## src/rtl/fir_csm_pkg.sv

```systemverilog
// rtl/fir_csm_pkg.sv - shared constants for the computation-sharing-multiplier FIR datapath
package fir_csm_pkg;

    localparam int DATA_W_DEF = 8;
    localparam int OUT_W_DEF  = 16;
    localparam int NUM_ODD    = 8;

endpackage

```

## src/rtl/elastic_slice.sv

```systemverilog
// rtl/elastic_slice.sv - valid/ready register slice with synchronous flush
module elastic_slice #(
    parameter int W = 8
) (
    input  logic         clk,
    input  logic         resetn,
    input  logic         flush,
    input  logic         in_valid,
    output logic         in_ready,
    input  logic [W-1:0] in_data,
    output logic         out_valid,
    input  logic         out_ready,
    output logic [W-1:0] out_data
);

    logic load;

    // The slot frees up either when empty or when its contents leave this cycle.
    assign in_ready = !out_valid | out_ready;
    // Flush blocks loading so the data registers keep their previous contents.
    assign load     = in_valid & in_ready & !flush;

    // Occupancy: flush empties, a load fills, a consume without reload empties.
    always_ff @(posedge clk or negedge resetn) begin
        if (!resetn) begin
            out_valid <= 1'b0;
        end else if (flush) begin
            out_valid <= 1'b0;
        end else if (load) begin
            out_valid <= 1'b1;
        end else if (out_ready) begin
            out_valid <= 1'b0;
        end
    end

    // Payload register changes only when the slice loads.
    always_ff @(posedge clk or negedge resetn) begin
        if (!resetn) begin
            out_data <= '0;
        end else if (load) begin
            out_data <= in_data;
        end
    end

endmodule

```

## src/rtl/odd_multiple_precomputer.sv

```systemverilog
// rtl/odd_multiple_precomputer.sv - two-stage pipeline producing x1..x15 odd multiples
module odd_multiple_precomputer
    import fir_csm_pkg::*;
#(
    parameter int DATA_W = DATA_W_DEF,
    parameter int OUT_W  = OUT_W_DEF
) (
    input  logic              clk,
    input  logic              resetn,
    input  logic              flush,
    input  logic              in_valid,
    output logic              in_ready,
    input  logic [DATA_W-1:0] x,
    output logic              out_valid,
    input  logic              out_ready,
    output logic [OUT_W-1:0]  x1,
    output logic [OUT_W-1:0]  x3,
    output logic [OUT_W-1:0]  x5,
    output logic [OUT_W-1:0]  x7,
    output logic [OUT_W-1:0]  x9,
    output logic [OUT_W-1:0]  x11,
    output logic [OUT_W-1:0]  x13,
    output logic [OUT_W-1:0]  x15
);

    localparam int A_W = 6 * OUT_W;
    localparam int B_W = NUM_ODD * OUT_W;

    logic [OUT_W-1:0] xe;
    logic [OUT_W-1:0] m2, m4, m8;
    logic [A_W-1:0]   a_in, a_data;
    logic [B_W-1:0]   b_in, b_data;
    logic             a_ready, a_valid, b_ready;
    logic [OUT_W-1:0] a_x1, a_x3, a_x5, a_x7, a_x9, a_x8;

    // Sign-extend first so every shift/add below is exact at OUT_W bits.
    assign xe = {{(OUT_W-DATA_W){x[DATA_W-1]}}, x};
    assign m2 = xe << 1;
    assign m4 = xe << 2;
    assign m8 = xe << 3;

    assign a_in = {m8, xe + m8, m8 - xe, xe + m4, xe + m2, xe};

    assign in_ready = a_ready & !flush;

    elastic_slice #(.W(A_W)) u_stage_a (
        .clk       (clk),
        .resetn    (resetn),
        .flush     (flush),
        .in_valid  (in_valid),
        .in_ready  (a_ready),
        .in_data   (a_in),
        .out_valid (a_valid),
        .out_ready (b_ready),
        .out_data  (a_data)
    );

    assign a_x1 = a_data[0*OUT_W +: OUT_W];
    assign a_x3 = a_data[1*OUT_W +: OUT_W];
    assign a_x5 = a_data[2*OUT_W +: OUT_W];
    assign a_x7 = a_data[3*OUT_W +: OUT_W];
    assign a_x9 = a_data[4*OUT_W +: OUT_W];
    assign a_x8 = a_data[5*OUT_W +: OUT_W];

    // The upper three multiples reuse 8x from stage A: 11=3+8, 13=5+8, 15=7+8.
    assign b_in = {a_x7 + a_x8, a_x5 + a_x8, a_x3 + a_x8, a_x9, a_x7, a_x5, a_x3, a_x1};

    elastic_slice #(.W(B_W)) u_stage_b (
        .clk       (clk),
        .resetn    (resetn),
        .flush     (flush),
        .in_valid  (a_valid),
        .in_ready  (b_ready),
        .in_data   (b_in),
        .out_valid (out_valid),
        .out_ready (out_ready),
        .out_data  (b_data)
    );

    assign x1  = b_data[0*OUT_W +: OUT_W];
    assign x3  = b_data[1*OUT_W +: OUT_W];
    assign x5  = b_data[2*OUT_W +: OUT_W];
    assign x7  = b_data[3*OUT_W +: OUT_W];
    assign x9  = b_data[4*OUT_W +: OUT_W];
    assign x11 = b_data[5*OUT_W +: OUT_W];
    assign x13 = b_data[6*OUT_W +: OUT_W];
    assign x15 = b_data[7*OUT_W +: OUT_W];

endmodule

```

## config.mk

```make
export PLATFORM = sky130hd
export DESIGN_NAME = odd_multiple_precomputer
export DESIGN_NICKNAME = d
export VERILOG_FILES = /design/src/rtl/fir_csm_pkg.sv /design/src/rtl/elastic_slice.sv /design/src/rtl/odd_multiple_precomputer.sv
export SDC_FILE = /design/constraint.sdc
export NUM_CORES = 1
export LEC_CHECK = 0
export BUFFER_PORTS_ARGS = -buffer_cell sky130_fd_sc_hd__buf_2
export CORE_MARGIN = 4
export CORE_UTILIZATION = 34
export DETAILED_ROUTE_END_ITERATION = 10
export PLACE_DENSITY_LB_ADDON = 0.25
export SLEW_MARGIN = 20
export SYNTH_ARGS = -nofsm -noshare
export SYNTH_HDL_FRONTEND = slang
export SYNTH_SLANG_ARGS = --single-unit
```

## constraint.sdc

```tcl
create_clock -name clk -period 2.25 [get_ports clk]
set_input_delay 0.225 -clock clk [delete_from_list [all_inputs] [get_ports clk]]
set_output_delay 0.225 -clock clk [all_outputs]
set_load 0.03 [all_outputs]
```

=== After elaboration in Yosys (flattened, before gate mapping) ===
Index checks and enable logic that the tools add are counted.

* Bits in latches: 0
* Memory bits (writable): 0
* Flip-flop bits (word level): 218
* Output and inout bits: 130
* Memories: 0
* Bits in read-only memories: 0

* Bitwise logic cells: 7
* Muxes and demuxes: 6
* Order comparisons: 0
* Eq/ne operators: 0
* Multiply operators: 0
* Add/subtract/negate cells: 7
* Reductions and logical operators: 5
* Divide/modulo/power cells: 0
* Shift-type cells: 0

{| class="wikitable"
|+ Operators by type and width
! cell !! number
|-
| $add A16 B16 Y16 || 3
|-
| $add A8 B11 Y12 || 1
|-
| $sub A11 B8 Y12 || 1
|-
| $add A8 B10 Y11 || 1
|-
| $add A8 B9 Y10 || 1
|-
| $mux W1 || 6
|-
| $reduce_bool A3 Y1 || 2
|-
| $and A1 B1 Y1 || 5
|-
| $logic_not A1 Y1 || 3
|-
| $or A1 B1 Y1 || 2
|}

=== Logic depth before layout (Yosys ltp) ===
Gate-level depths: netlist of the first run.

* Depth after elaboration: 7
* Gate-level depth with buffers: 8
* Gate-level depth less buffers: 8

=== Hierarchy ===
From an unflattened synthesis of the first run, not the netlist that was laid out.

* Cell total of the unflattened synthesis: 883
* Area, all modules: 11573.6 µm²

{| class="wikitable"
|+ Modules (own cells, without submodules)
! module !! area each (µm²) !! times used !! cells an instance
|-
| elastic_slice at u_stage_b || 4884.7 || 1 || 276
|-
| elastic_slice at u_stage_a || 3624.7 || 1 || 208
|-
| odd_multiple_precomputer || 3064.2 || 1 || 399
|}

=== Worst setup path after synthesis of the first run ===
Ideal clock, no wire load.

* Kind: register to register
* Start: reg u_stage_a.out_data[83]
* End: reg u_stage_b.out_data[123]
* Buffers on the path: 0
* Arrival time: 2090 ps
* Period minus slack after synthesis: 2216 ps
* Required time: 2124 ps
* Setup slack: 34 ps
* Cell stages (with the launch flop): 8
* Path through: dfrtp_1 ha_1 fa_1 a211oi_2 o21bai_1 a31o_1 a21o_1 a221o_1

* Cells in the longest elaborated chain, start to end: 1

{| class="wikitable"
|+ Ends and longest elaborated chain
! element !! line !! text
|-
| start: declaration || elastic_slice.sv:13 || <nowiki>output logic [W-1:0] out_data</nowiki>
|-
| start signal: assignment || elastic_slice.sv:41 || <nowiki>out_data <= in_data;</nowiki>
|-
| $add A16 B16 Y16 || odd_multiple_precomputer.sv:66 || <nowiki>assign b_in = {a_x7 + a_x8, a_x5 + a_x8, a_x3 + a_x8, a_x9, a_x7, a_x5, a_x3, a_x1};</nowiki>
|-
| end signal: assignment || elastic_slice.sv:41 ||
|-
| end: declaration || elastic_slice.sv:13 ||
|}

No other way between the ends.
A chain may end at the register's enable or synchronous reset.

=== Final worst setup path of the first run ===
Same ends and word-level chain as after synthesis.

==> results.md, run 1 <==
* Critical path fanouts, max at 3
* Final nets at 882
* Syn_nets at 789
* Slew HR at 49.2%
* Diodes inserted at 0
* CTS tree: yes
* Worst Path Required at 2540 ps
* Post-route setup TNS at 0 ps
* H-tree Lvls at 4
* Vias per cell at 4.64
* Setup crit end: u_stage_b.out_data[123]
* PD cells at 1130 nW/um^2
* Die width at 147 um
* Total track usage at 14.7%
* First-pass GRT wire length at 25600 um
* DRT Wirelength at 15600 um
* Max Freq at 469 MHz
* Unrepaired setup endpoints after global routing: no
* Synth cell types at 49
* Crit path launch type: flip-flop
* Outcome: completed
* Worst flop-to-flop path endpoint: u_stage_b.out_data[123]
* Postcts setup bufs at 0
* Core Util, Final at 41.5%
* Global placer's final weighted congestion at 0.847
* Largest net degree at the start of global routing at 63
* Reg2Reg Launch Point: u_stage_a.out_data[83]
* Max-slew violations at 0
* Syn_area_per_cell at 9.11 sq um
* Share of layout cells above drive strength 1 at 24.2%
* DRT iter0 DRCs at 235
* Area grow syn2layout at 19.1%
* Max capacitance violation total at 0
* CTS max path bufs at 2
* Final hold vios at 0
* # IOs at 143
* # clock sinks at 115
* Tcrit/Tclk final at 94.8%
* Setup skew after layout at 8.61 ps
* Port Buffers at 142
* Number of remaining DRC errors at 0
* Worst vdd ir at 520 uV
* Worst Setup SP: u_stage_a.out_data[83]
* Synth Instances at 720
* R2r setup slk at 120 ps
* Ys async rst share at 100%
* Post-DP HPWL at 11800 um
* CORE AREA at 18800 sq um
* Ys flop type: dfrtp_1
* Vias in the first global route at 4908
* Minimum clock period at 2130 ps
* R2R depth at 7
* Root Driver: clkbuf_16
* Post-route ant nets at 0
* Sequential share of the synthesized area at 43.9%
* Initial core utilization at 34.8%
* Critical setup path kind: flip-flop to flip-flop
* Clock transition at the registers of the reported paths at 50 ps
* Yosys warning count at 0
* Post-synth EDFFs at 0
* Hold crit path type: input port to flip-flop
* Antenna violations before repair at 0
* Routed vias at 5021
* GR Overflow Total at 0
* Yosys reg bits at 115
* Setup violators final at 0
* Skew-Pair Late Insertion Delay at 420 ps
* # fillers at 1893
* Leakage power at 0.00410 uW
* Full die area at 21600 sq um
* Synthesized area at 6560 sq um
* Slew @ Worst Pin at 762 ps
* Die height at 147 um
* WP data arrival at 2420 ps
* TritonRoute pass-1 iters at 5
* Endpoint type of the worst setup path: flip-flop
* Per-cell routed wire length at 14.4 um
* Pwr Total at 8820 uW
* Row cnt at 50
* Cts bufs inserted at 17
kinds of logic (layout without fill, tap and decap cells):
logic type      after synthesis  after routing  synth area share, %
compound gates              155            155                 15.0
xor+xnor                     28             28                 3.74
fa+ha+maj                    56             56                 11.4
buf+inv                     107            210                 9.64
flops                       115            115                 43.9
mux                           3              3                0.458
simple gates                256            256                 15.9
state kept, by name, indices dropped and copies added, names as in the netlist:
name,count
u_stage_a.out_data,42
u_stage_a.out_valid,1
u_stage_b.out_data,71
u_stage_b.out_valid,1
area by class of cell:
cell class	instances	area [sq um]	area share, %
clock buffer	24	492	6.30
clock inverter	5	52.6	0.673
inverter	22	82.6	1.06
multi-input combinational	498	3070	39.3
sequential	115	2880	36.9
tap	260	325	4.17
timing repair buffer	159	906	11.6
synthesized netlist by cell type (all sizes together) (3+ instances only):
| master | n | area [sq um] |
|---|---|---|
| o21bai | 11 | 82.6 |
| dfrtp | 115 | 2880 |
| o21a | 7 | 52.6 |
| a21o | 11 | 83.8 |
| buf | 71 | 495 |
| o21ai | 63 | 315 |
| a31oi | 3 | 18.8 |
| nor3 | 10 | 50.1 |
| ha | 50 | 626 |
| fa | 6 | 120 |
| mux2i | 3 | 30.0 |
| nor2b | 8 | 57.6 |
| nor2 | 14 | 52.6 |
| xnor2 | 17 | 149 |
| a21oi | 25 | 125 |
| a211oi | 13 | 108 |
| o31ai | 6 | 45.0 |
| clkbuf | 14 | 53.8 |
| nand2 | 212 | 796 |
| o311a | 3 | 30.0 |
| inv | 22 | 82.6 |
| xor2 | 11 | 96.3 |
routing by layer:
| layer | share of wire (%) | GRT usage (%) | up-vias |
|---|---|---|---|
| li1 | - | - | 2558 |
| met1 | 48 | 20.2 | 2302 |
| met2 | 44 | 22.6 | 136 |
| met3 | 5.6 | 3.36 | 25 |
| met4 | 2.3 | 5.88 | 0 |
| met5 | 0 | 0 | - |
how the worst min path moves through the flow:
stage,from,end,cells after the start
2_1_floorplan,resetn,u_stage_a.out_data[18],0
3_3_place_gp,resetn,u_stage_b.out_data[40],1
3_5_place_dp,resetn,u_stage_b.out_data[38],1
4_1_cts,flush,u_stage_a.out_valid,2
5_1_grt,flush,u_stage_a.out_valid,2
6_report,flush,u_stage_a.out_valid,2
timing repair:
item | CTS | global route
gates resized for setup | 1 | 3
hold endpoints to repair | 115 | 0
endpoints found under the setup margin | 1 | 4
pin swaps | 0 | 1
hold buffers | 1 | 0
placed cells by master (no fill, tap or decap), drive strengths merged, types with 2 or more instances in the layout:
master / instances
nor3b: 2
a31oi: 3
inv: 22
xnor2: 17
clkinv: 3
a21o: 11
buf: 158
o22a: 2
dfrtp: 115
ha: 50
clkbuf: 24
o21a: 7
mux2i: 3
fa: 6
nor3: 10
o21ai: 63
o31ai: 6
xor2: 11
a221oi: 2
o21bai: 11
o311a: 3
or2: 2
and3: 2
a21oi: 25
nand2: 212
a211oi: 13
nor2b: 8
nor2: 14
nand3b: 2
worst max-delay path, stage by stage, from the launching register on:
cell and delay, ps:
dfrtp_1 390, ha_2 220, fa_2 350, a211oi_2 210
o21bai_1 120, a31o_1 260, a21o_1 180, a221o_1 280
where the power goes:
group | internal [uW] | leakage, uW | switching [uW]
Clock | 1610 | 0.000268 | 893
Combinational | 1070 | 0.00240 | 2290
Sequential | 2580 | 0.00144 | 378
Total | 5250 | 0.00410 | 3560
stage by stage:
stage / setup slack (ps) / cells / cell area (sq um) / hold slack (ps)
6_report: 117 / 1083 / 7810 / 42.8
5_1_grt: 4.69 / 1083 / 7810 / 51.7
4_1_cts: 38.0 / 1083 / 7800 / 21.7
3_5_place_dp: -15.5 / 1053 / 7240 / 91.9
3_3_place_gp: 37.6 / 1053 / 7240 / 89.1
2_1_floorplan: 34.4 / 720 / 6560 / -70.6
No activity file was read; power rests on OpenSTA's default activity.
==> run 2: changes to the inputs <==
--- a/config.mk
+++ b/config.mk
@@ -6,6 +6,7 @@
 export NUM_CORES = 1
 export LEC_CHECK = 0
 export BUFFER_PORTS_ARGS = -buffer_cell sky130_fd_sc_hd__buf_2
+export CORE_ASPECT_RATIO = 2
 export CORE_MARGIN = 4
 export CORE_UTILIZATION = 34
 export DETAILED_ROUTE_END_ITERATION = 10
==> run 2 against run 1 <==
  * Clock power up 19%
  * Sequential share of layout area shrank 0.32 points
  * Fmax grew 0.45%
  * Clock-buffer cell count down 2
  * Cell area rose by 0.88%
  * Critical path type unchanged
  * Largest cell class unchanged
  * Highest routed layer unchanged
==> results.md, run 2 (synthesis results as in run 1) <==
* Full die area at 21700 sq um (was 21600 sq um)
* Clock transition at the registers of the reported paths at 50 ps (about the same)
* Area grow syn2layout at 20.1% (was 19.1%)
* Final hold vios at 0 (unchanged)
* Antenna violations before repair at 0 (unchanged)
* Global placer's final weighted congestion at 0.889 (was 0.847)
* Reg2Reg Launch Point: u_stage_a.out_data[83] (unchanged)
* Final nets at 882 (unchanged)
* Min-Delay Startpoint: flush (unchanged)
* Max capacitance violation total at 0 (unchanged)
* Worst Path Required at 2550 ps (was 2540 ps)
* First-pass GRT wire length at 27000 um (was 25600 um)
* Max Freq at 471 MHz (was 469 MHz)
* Most common cell after layout, fill and taps aside: nand2_1 (unchanged)
* Post-DP HPWL at 12700 um (was 11800 um)
* CTS max path bufs at 2 (unchanged)
* Share of layout cells above drive strength 1 at 24.3% (was 24.2%)
* Slew HR at 49.8% (was 49.2%)
* Setup violators final at 0 (unchanged)
* Regs by FF count: u_stage_b.out_data: 71 flops, u_stage_a.out_data: 42 flops (unchanged)
* Die width at 106 um (was 147 um)
* Slew @ Worst Pin at 753 ps (was 762 ps)
* Pre-CTS setup slack at 18.2 ps (was -15.5 ps)
* CTS tree: yes (unchanged)
* WP data arrival at 2420 ps (about the same)
* Vias per cell at 4.73 (was 4.64)
* Final hold slack at 45.6 ps (was 42.8 ps)
* Hold crit path type: input port to flip-flop (unchanged)
* Postcts setup bufs at 0 (unchanged)
* DRT iter0 DRCs at 161 (was 235)
* WHS Path Cells at 2 (unchanged)
* Minimum clock period at 2120 ps (was 2130 ps)
* R2r setup slk at 130 ps (was 120 ps)
* Largest net degree at the start of global routing at 116 (was 63)
* Crit path launch type: flip-flop (unchanged)
* Skew-Pair Late Insertion Delay at 420 ps (about the same)
* Per-cell routed wire length at 15.6 um (was 14.4 um)
* Setup ws final at 126 ps (was 117 ps)
* Post-route setup TNS at 0 ps (unchanged)
* Setup skew after layout at 9.97 ps (was 8.61 ps)
* # IOs at 143 (unchanged)
* Commonest cells after routing, fill and taps aside: 212 x nand2_1, 141 x buf_2, 115 x dfrtp_1, 61 x o21ai_0, 50 x ha_1 (was 212 x nand2_1, 141 x buf_2, 115 x dfrtp_1, 61 x o21ai_0, 49 x ha_1)
* Outcome: completed (unchanged)
* Critical setup path kind: flip-flop to flip-flop (unchanged)
* Critical path fanouts, max at 2 (was 3)
* CORE AREA at 18900 sq um (was 18800 sq um)
* R2R depth at 7 (unchanged)
* Routed vias at 5112 (was 5021)
* Row cnt at 71 (was 50)
* Max reg flops at 71 (unchanged)
* Worst vdd ir at 417 uV (was 520 uV)
* Initial core utilization at 34.7% (was 34.8%)
* PD cells at 1180 nW/um^2 (was 1130 nW/um^2)
* Die height at 204 um (was 147 um)
* Worst flop-to-flop path endpoint: u_stage_b.out_data[123] (unchanged)
* Root Driver: clkbuf_16 (unchanged)
* Largest Register: u_stage_b.out_data (unchanged)
* Total track usage at 16.1% (was 14.7%)
* Cts bufs inserted at 17 (unchanged)
* Leakage power at 0.00415 uW (was 0.00410 uW)
* Diodes inserted at 0 (unchanged)
* Hold endpoint: u_stage_a.out_valid (unchanged)
* TritonRoute pass-1 iters at 4 (was 5)
* Max-slew violations at 0 (unchanged)
* Post-route ant nets at 0 (unchanged)
* # clock sinks at 115 (unchanged)
* Tcrit/Tclk final at 94.4% (was 94.8%)
* DRT Wirelength at 16900 um (was 15600 um)
* GR Overflow Total at 0 (unchanged)
* H-tree Lvls at 4 (unchanged)
* Port Buffers at 142 (unchanged)
* Endpoint type of the worst setup path: flip-flop (unchanged)
* Vias in the first global route at 5091 (was 4908)
* Unrepaired setup endpoints after global routing: no (unchanged)
* Number of remaining DRC errors at 0 (unchanged)
==> run 2: changes by cell type in the layout (fill, tap and decap cells not counted), sizes merged <==
cell / before / now
bufinv: 1 / 5
clkbuf: 24 / 22
clkinv: 3 / 5
clkinvlp: 1 / 0
==> run 2: how the worst max path moves through the flow <==
stage | from | to
final | u_stage_a.out_data[83] | u_stage_b.out_data[123]
after global routing | u_stage_a.out_data[83] | u_stage_b.out_data[123]
after CTS | u_stage_a.out_data[83] | u_stage_b.out_data[123]
after detailed placement | u_stage_a.out_data[83] | u_stage_b.out_data[123]
after global placement | u_stage_a.out_data[83] | u_stage_b.out_data[123]
after floorplan | u_stage_a.out_data[83] | u_stage_b.out_data[123]
==> run 2: per-stage QoR <==
stage	total power, uW	instance area [sq um]	instances	util, %
3_3_place_gp	6370	7210	1048	38.1
6_report	9310	7880	1081	41.6
2_1_floorplan	5590	6560	720	-
4_1_cts	9430	7860	1081	41.6
3_5_place_dp	6410	7210	1048	38.1
5_1_grt	9860	7880	1081	41.6
==> run 2: repair_timing <==
action,CTS,global route
endpoints found under the hold margin,115,0
pin swaps,1,3
hold buffers,1,0
gates resized for setup,0,3
endpoints found under the setup margin,1,5
==> run 2: cell type report <==
| cell class | count | area (sq um) |
|---|---|---|
| fill | 1947 | 11000 |
| multi-input combinational | 498 | 3070 |
| sequential | 115 | 2880 |
| timing repair buffer | 159 | 881 |
| clock buffer | 22 | 464 |
| tap | 255 | 319 |
| clock inverter | 10 | 179 |
| inverter | 22 | 82.6 |
==> run 2: worst max-delay path, stage by stage, from the launching register on <==
cell and delay, ps:
dfrtp_1 380, ha_1 230, fa_2 360, a211oi_2 250, o21bai_1 110, a31o_1 210
a21o_1 180, a221o_1 280
==> run 2: power breakdown <==
| group | leakage, uW | internal, uW | switching (uW) |
|---|---|---|---|
| Combinational | 0.00239 | 1070 | 2310 |
| Sequential | 0.00144 | 2580 | 370 |
| Clock | 0.000318 | 2020 | 958 |
| Total | 0.00415 | 5670 | 3640 |
==> run 2: layer usage <==
metal / wire length [um] / share of wire [%] / vias to the layer above / track usage (%)
met1: 6400 / 38 / 2418 / 17.3
met2: 9370 / 55 / 109 / 29.4
li1: - / - / 2550 / -
met5: 0 / 0 / - / 0
met4: 512 / 3.0 / 0 / 7.55
met3: 605 / 3.6 / 35 / 3.70
